**config.mk**
```make
export PLATFORM = sky130hd
export DESIGN_NAME = ghash_digit_serial_core
export DESIGN_NICKNAME = d
export VERILOG_FILES = /design/src/rtl/ghash_digit_serial_core.sv
export SDC_FILE = /design/constraint.sdc
export NUM_CORES = 2
export LEC_CHECK = 0
export BUFFER_PORTS_ARGS = -buffer_cell sky130_fd_sc_hd__buf_2
export CAP_MARGIN = 20
export CORE_UTILIZATION = 61
export CTS_BUF_LIST = sky130_fd_sc_hd__clkbuf_4 sky130_fd_sc_hd__clkbuf_8 sky130_fd_sc_hd__clkbuf_16
export DETAILED_ROUTE_END_ITERATION = 10
export GPL_ROUTABILITY_DRIVEN = 0
export PLACE_DENSITY_LB_ADDON = 0.3
export SLEW_MARGIN = 10
export SYNTH_ARGS = -nofsm -noshare
export SYNTH_HDL_FRONTEND = slang
export SYNTH_SLANG_ARGS = --single-unit
```
**constraint.sdc**
```tcl
create_clock -name i_clock -period 2.4 [get_ports i_clock]
set_input_delay 0.24 -clock i_clock [delete_from_list [all_inputs] [get_ports i_clock]]
set_output_delay 0.24 -clock i_clock [all_outputs]
set_load 0.005 [all_outputs]
```
**src/rtl/ghash_digit_serial_core.sv**
```systemverilog
// Digit-serial GHASH core: Y_i = (Y_(i-1) ^ X_i) * H over GF(2^128), NB_DIGIT multiplier bits per cycle.
// Optional sticky sequencing checker enabled by `define GHASH_CORE_PROTOCOL_CHECK_EN.
module ghash_digit_serial_core #(
  parameter int NB_BLOCK = 128,
  parameter int NB_DIGIT = 8
) (
  input  logic                i_clock,
  input  logic                i_reset_n,
  input  logic                i_valid,
  output logic                o_ready,
  input  logic [NB_BLOCK-1:0] i_data,
  input  logic                i_sop,
  input  logic                i_eop,
  input  logic [NB_BLOCK-1:0] i_hash_subkey,
  output logic                o_valid,
  input  logic                i_ready,
`ifdef GHASH_CORE_PROTOCOL_CHECK_EN
  output logic                o_protocol_err,
`endif
  output logic [NB_BLOCK-1:0] o_ghash
);

  localparam int N_CYCLES = NB_BLOCK / NB_DIGIT;
  localparam int CW       = (N_CYCLES > 1) ? $clog2(N_CYCLES) : 1;
  localparam logic [NB_BLOCK-1:0] R_POLY = {8'hE1, {(NB_BLOCK-8){1'b0}}};

  generate
    if (NB_BLOCK != 128 ||
        !(NB_DIGIT == 1  || NB_DIGIT == 2  || NB_DIGIT == 4  || NB_DIGIT == 8 ||
          NB_DIGIT == 16 || NB_DIGIT == 32 || NB_DIGIT == 64 || NB_DIGIT == 128)) begin : g_bad_param
      $error("ghash_digit_serial_core: illegal NB_BLOCK/NB_DIGIT");
    end
  endgenerate

  typedef enum logic [1:0] {S_IDLE, S_MULT, S_DONE} state_t;

  state_t              r_state, w_next;
  logic [NB_BLOCK-1:0] r_op, r_z, r_v, r_h, r_acc;
  logic [NB_BLOCK-1:0] w_z, w_v;
  logic [CW-1:0]       r_cnt;
  logic                r_eop;
  logic                w_last;

  assign w_last = (r_cnt == CW'(N_CYCLES-1));

  // Shift-right multiplier unrolled NB_DIGIT times; operand MSB is the x^0 coefficient.
  always_comb begin
    w_z = r_z;
    w_v = r_v;
    for (int i = 0; i < NB_DIGIT; i++) begin
      if (r_op[NB_BLOCK-1-i]) w_z = w_z ^ w_v;
      w_v = w_v[0] ? ((w_v >> 1) ^ R_POLY) : (w_v >> 1);
    end
  end

  always_comb begin
    w_next  = r_state;
    o_ready = 1'b0;
    o_valid = 1'b0;
    case (r_state)
      S_IDLE: begin
        o_ready = 1'b1;
        if (i_valid) w_next = S_MULT;
      end
      S_MULT: if (w_last) w_next = r_eop ? S_DONE : S_IDLE;
      S_DONE: begin
        o_valid = 1'b1;
        if (i_ready) w_next = S_IDLE;
      end
      default: w_next = S_IDLE;
    endcase
  end

  always_ff @(posedge i_clock or negedge i_reset_n) begin
    if (!i_reset_n) r_state <= S_IDLE;
    else            r_state <= w_next;
  end

  always_ff @(posedge i_clock or negedge i_reset_n) begin
    if (!i_reset_n) begin
      r_op  <= '0;
      r_z   <= '0;
      r_v   <= '0;
      r_h   <= '0;
      r_acc <= '0;
      r_cnt <= '0;
      r_eop <= 1'b0;
    end else begin
      case (r_state)
        S_IDLE: if (i_valid) begin
          // A sop beat restarts from Y_0 = 0 with the new subkey; otherwise chain.
          r_op  <= (i_sop ? '0 : r_acc) ^ i_data;
          r_h   <= i_sop ? i_hash_subkey : r_h;
          r_v   <= i_sop ? i_hash_subkey : r_h;
          r_z   <= '0;
          r_eop <= i_eop;
          r_cnt <= '0;
        end
        S_MULT: begin
          r_z   <= w_z;
          r_v   <= w_v;
          r_op  <= r_op << NB_DIGIT;
          r_cnt <= r_cnt + 1'b1;
          if (w_last) r_acc <= w_z;
        end
        default: ;
      endcase
    end
  end

  assign o_ghash = r_acc;

`ifdef GHASH_CORE_PROTOCOL_CHECK_EN
  logic r_open, r_perr;

  always_ff @(posedge i_clock or negedge i_reset_n) begin
    if (!i_reset_n) begin
      r_open <= 1'b0;
      r_perr <= 1'b0;
    end else if (r_state == S_IDLE && i_valid) begin
      r_open <= ~i_eop;
      if (i_sop == r_open) r_perr <= 1'b1;
    end
  end

  assign o_protocol_err = r_perr;
`endif

endmodule
```
==> reports/summary.txt <==
GLOBAL ROUTING
--------------------------------------------------------------------------------------------------
Sum of overflow across all layers after global routing ..............................            0
Via count of the first global-routing pass ..........................................        35690
Initial antenna violation count .....................................................            8
Global-route wire length before repair ..............................................    203000 um
Maximum number of pins on one net before global-route repair ........................          135
Overall track demand over capacity in global routing ................................       36.66%

PLACE
--------------------------------------------------------------------------------------------------
Count of port buffers added during placement ........................................          391
Detailed placer's ending HPWL .......................................................     79000 um
Placed Cells incl. Taps .............................................................         5686
Post-Place Setup Slack ..............................................................    0.2306 ns

LOGIC SYNTHESIS
--------------------------------------------------------------------------------------------------
Post-synthesis sequential area ratio ................................................       38.58%
Dominant cell type by area after synthesis .......................................... sky130_fd_sc_hd__dfrtp_1
Most used DFF post-synth ............................................................ sky130_fd_sc_hd__dfrtp_1
Average footprint of a synthesized cell .............................................  8.825 sq um
Async set-reset flop share out of synthesis .........................................       100.0%
Cell types with the highest counts after synthesis .................................. sky130_fd_sc_hd__nand2_1, sky130_fd_sc_hd__xnor2_1, sky130_fd_sc_hd__dfrtp_1
Number of unique standard cell types used by synthesis ..............................           42
Number of warnings issued by yosys ..................................................            0
Most common cell in the netlist ..................................................... sky130_fd_sc_hd__nand2_1
Synthesized netlist cell count ......................................................         4755
Post-Synthesis Cell Area ............................................................  41960 sq um
Number of synthesized flops with an enable pin ......................................            0
Register bit total from synthesis ...................................................          647
Top-area cell type share of the netlist area ........................................       38.58%
Cell types occupying the most area after synthesis .................................. sky130_fd_sc_hd__dfrtp_1, sky130_fd_sc_hd__xnor2_1, sky130_fd_sc_hd__nand2_1, sky130_fd_sc_hd__o21ai_0, sky130_fd_sc_hd__mux2_2
Number of nets produced by synthesis ................................................         5018

CRITICAL PATH
--------------------------------------------------------------------------------------------------
Kind of launch point of the worst setup path ........................................     register
Cell class contributing the biggest share of worst-path delay ....................... XOR/XNOR gates
Cell occurring most often along the worst timing path ............................... sky130_fd_sc_hd__xnor2_1
Critical Path Max Stage Delay .......................................................      0.64 ns
Path depth of the worst reg2reg path ................................................            6
CP Buf/Inv Count ....................................................................            0
Arrival time worst endpoint .........................................................      2.73 ns
Terminus of the critical flop-to-flop path .......................................... o_ghash[119]
Data required time at the worst endpoint ............................................      2.90 ns
Worst setup path category ...........................................................   reg -> reg
Top fanout value on the critical path ...............................................            9
FF-to-FF setup slack ................................................................      0.17 ns
Slowest cell on crit path ........................................................... sky130_fd_sc_hd__xor2_1
FF-to-FF Start ......................................................................       r_v[1]
Crit path cell chain ................................................................ xor2_1, nand2_1, xnor2_1, xnor3_1, xnor2_1, o21ai_1
Critical Path End Type ..............................................................     register

STA
--------------------------------------------------------------------------------------------------
Setup violators final ...............................................................            0
Transition at the pin with the smallest max-transition slack ........................    0.7330 ns
Maximum clock frequency .............................................................   0.4494 GHz
Share of the clock period used by the worst path ....................................       92.71%
Fin worst setup slack ...............................................................    0.1749 ns
Number of hold-slack violations in the final timing report ..........................            0
Setup repair after global routing missed its margin .................................        false
Fin crit period .....................................................................     2.225 ns
Setup total negative slack ..........................................................         0 ns
Final Slew Violations ...............................................................            0
Worst slew margin ...................................................................       50.97%
Final setup skew ....................................................................   0.01872 ns

MIN PATH
--------------------------------------------------------------------------------------------------
Hold_sp .............................................................................  i_data[122]
Worst-case hold path end point ......................................................    r_op[122]
Path category of the worst min-delay check ..........................................    in -> reg
Hold Path Depth .....................................................................            3

PWR
--------------------------------------------------------------------------------------------------
Maximum VDD drop ....................................................................    0.9452 mV
Clock network fraction of total power ...............................................        13.0%
Switching share of total power ......................................................       44.70%
Power density over the cells ........................................................ 1810 nW/um^2
Final Total Pwr .....................................................................     90.02 mW
Psw .................................................................................     40.24 mW
Pleak ...............................................................................     20.36 nW
Combinational power share ...........................................................        59.2%
Sequential power share ..............................................................        27.8%
Design internal power ...............................................................     49.78 mW

FLOORPLAN
--------------------------------------------------------------------------------------------------
Core box area .......................................................................  67630 sq um
Row cnt .............................................................................           95
Chip Width ..........................................................................     264.3 um
Number of top-level pins ............................................................          392
Overall die height ..................................................................     264.3 um
Overall die area ....................................................................  69840 sq um
Initial core utilization ............................................................       62.04%

ROUTING
--------------------------------------------------------------------------------------------------
Iteration-0 DRC Markers .............................................................         3930
Antenna-violating nets left .........................................................            0
Total routed wirelength .............................................................    127800 um
Routed via count ....................................................................        36300
Wire length per cell ................................................................     21.10 um
Vias per std cell ...................................................................        5.994
Post-route DRC ......................................................................            0
Drt pass-1 iters ....................................................................            6

CLOCKING
--------------------------------------------------------------------------------------------------
Number of clock sinks seen by CTS ...................................................          647
Largest buffer count on any clock path ..............................................            3
Clock tree from TritonCTS ...........................................................          yes
H-Tree Level Count ..................................................................            3
Clock transition time at the flip-flop clock pins of the worst setup and hold paths .      0.06 ns
Clock root buffer ................................................................... sky130_fd_sc_hd__clkbuf_16
Source-to-sink clock delay at the later pin of the worst-skew pair ..................      0.62 ns
Number of gates resized after CTS ...................................................            0
Setup fix buffers added after clock tree synthesis ..................................            0
Total CTS buffers ...................................................................           69

CELLS AND AREA
--------------------------------------------------------------------------------------------------
Net count, final ....................................................................         5385
Fraction of final layout cells with drive strength greater than 1 ...................       15.03%
Non-filler instance count after layout ..............................................         6056
Layout area overhead ................................................................       18.51%
Final core utilization ..............................................................       73.53%

RUN STATUS
--------------------------------------------------------------------------------------------------
Result of the run ................................................................... finished, final reports clean

RUN
--------------------------------------------------------------------------------------------------
Max Cap Viol ........................................................................            0

-- metal layers --
layer  share of wire (%)  up-vias  track usage, %
met1                  39    17630           49.05
met4                 4.9        2           18.49
li1                    -    16220               -
met5              0.0094        -               0
met2                  46     2032           57.30
met3                  10      416           6.646
-- worst reg2reg max path, stage by stage (launching register included) --
cell and delay [ns]:
sky130_fd_sc_hd__dfrtp_1 0.58, sky130_fd_sc_hd__xor2_1 0.64, sky130_fd_sc_hd__nand2_1 0.15, sky130_fd_sc_hd__xnor2_1 0.19, sky130_fd_sc_hd__xnor3_1 0.26, sky130_fd_sc_hd__xnor2_1 0.21
sky130_fd_sc_hd__o21ai_1 0.10
-- what timing repair did --
item | CTS | global route
endpoints found under the hold margin | 314 | 0
endpoints found under the setup margin | 0 | 0
hold buffers | 238 | 0
-- worst max-delay path by stage --
stage / startpoint / end / slack [ns] / depth (start not counted)
3_3_place_gp: r_v[1] / o_ghash[119] / 0.33 / 6
2_1_floorplan: r_v[2] / o_ghash[124] / 0.55 / 7
3_5_place_dp: r_v[1] / o_ghash[119] / 0.23 / 6
5_1_grt: r_op[122] / o_ghash[69] / 0.06 / 7
6_report: r_v[1] / o_ghash[119] / 0.17 / 6
4_1_cts: r_v[1] / o_ghash[119] / 0.22 / 6
-- logic make-up after synthesis --
| family | after synthesis | synth area share, % |
|---|---|---|
| and+or+nand+nor | 1562 | 15.31 |
| xor gates and xnor gates | 1164 | 24.72 |
| AOI/OAI and AO/OA | 670 | 10.35 |
| DFF | 647 | 38.58 |
| buffers and inverters | 451 | 4.416 |
| muxes | 260 | 6.587 |
| adders and majority gates | 1 | 0.02981 |
-- placed cells by master (no fill, tap or decap), drive strengths merged, types with 9 or more instances in the layout --
master | synthesis | final
nand2 | 1145 | 1145
a221o | 120 | 120
xor2 | 143 | 143
dfrtp | 647 | 647
mux2i | 131 | 131
mux2 | 129 | 129
buf | 250 | 504
nor2b | 133 | 133
nand3 | 144 | 144
xnor3 | 9 | 9
o21ai | 396 | 396
dlygate4sd3 | 0 | 238
o211ai | 11 | 11
xnor2 | 1010 | 1010
clkbuf | 196 | 96
nor2 | 124 | 124
clkinv | 0 | 15
a22oi | 124 | 124
a21oi | 12 | 12
-- power by group through the flow --
stage,clock (mW),combinational (mW),sequential (mW)
final,11.7,53.3,25.0
after global routing,12.2,58.4,25.4
after detailed placement,0,52.3,24.6
after global placement,0,50.5,24.4
after CTS,11.7,52.8,24.5
after floorplan,0,44.6,19.2
-- flip-flops by register name (all words and copies together), names as in the netlist --
register / flops
o_ghash: 128
r_op: 128
r_cnt: 4
r_state: 2
r_z: 128
r_eop: 1
r_v: 128
r_h: 128
-- cell type report --
class,instances,area (sq um)
Inverter,5,18.77
Clock buffer,96,2087
Tap cell,873,1092
Antenna cell,7,17.52
Fill cell,4707,17900
Clock inverter,29,385.4
Timing Repair Buffer,742,5946
Sequential cell,647,16220
Multi-Input combinational cell,3657,23960
-- stage by stage --
| step | area, sq um | hold WS [ns] |
|---|---|---|
| CTS | 49710 | 0.0001523 |
| global route | 49730 | 0.03846 |
| detailed placement | 44860 | 0.2623 |
| global placement | 44860 | 0.2587 |
| floorplan | 41960 | -0.05559 |
| finish | 49730 | 0.02225 |
(Power assumes the default switching activity.)
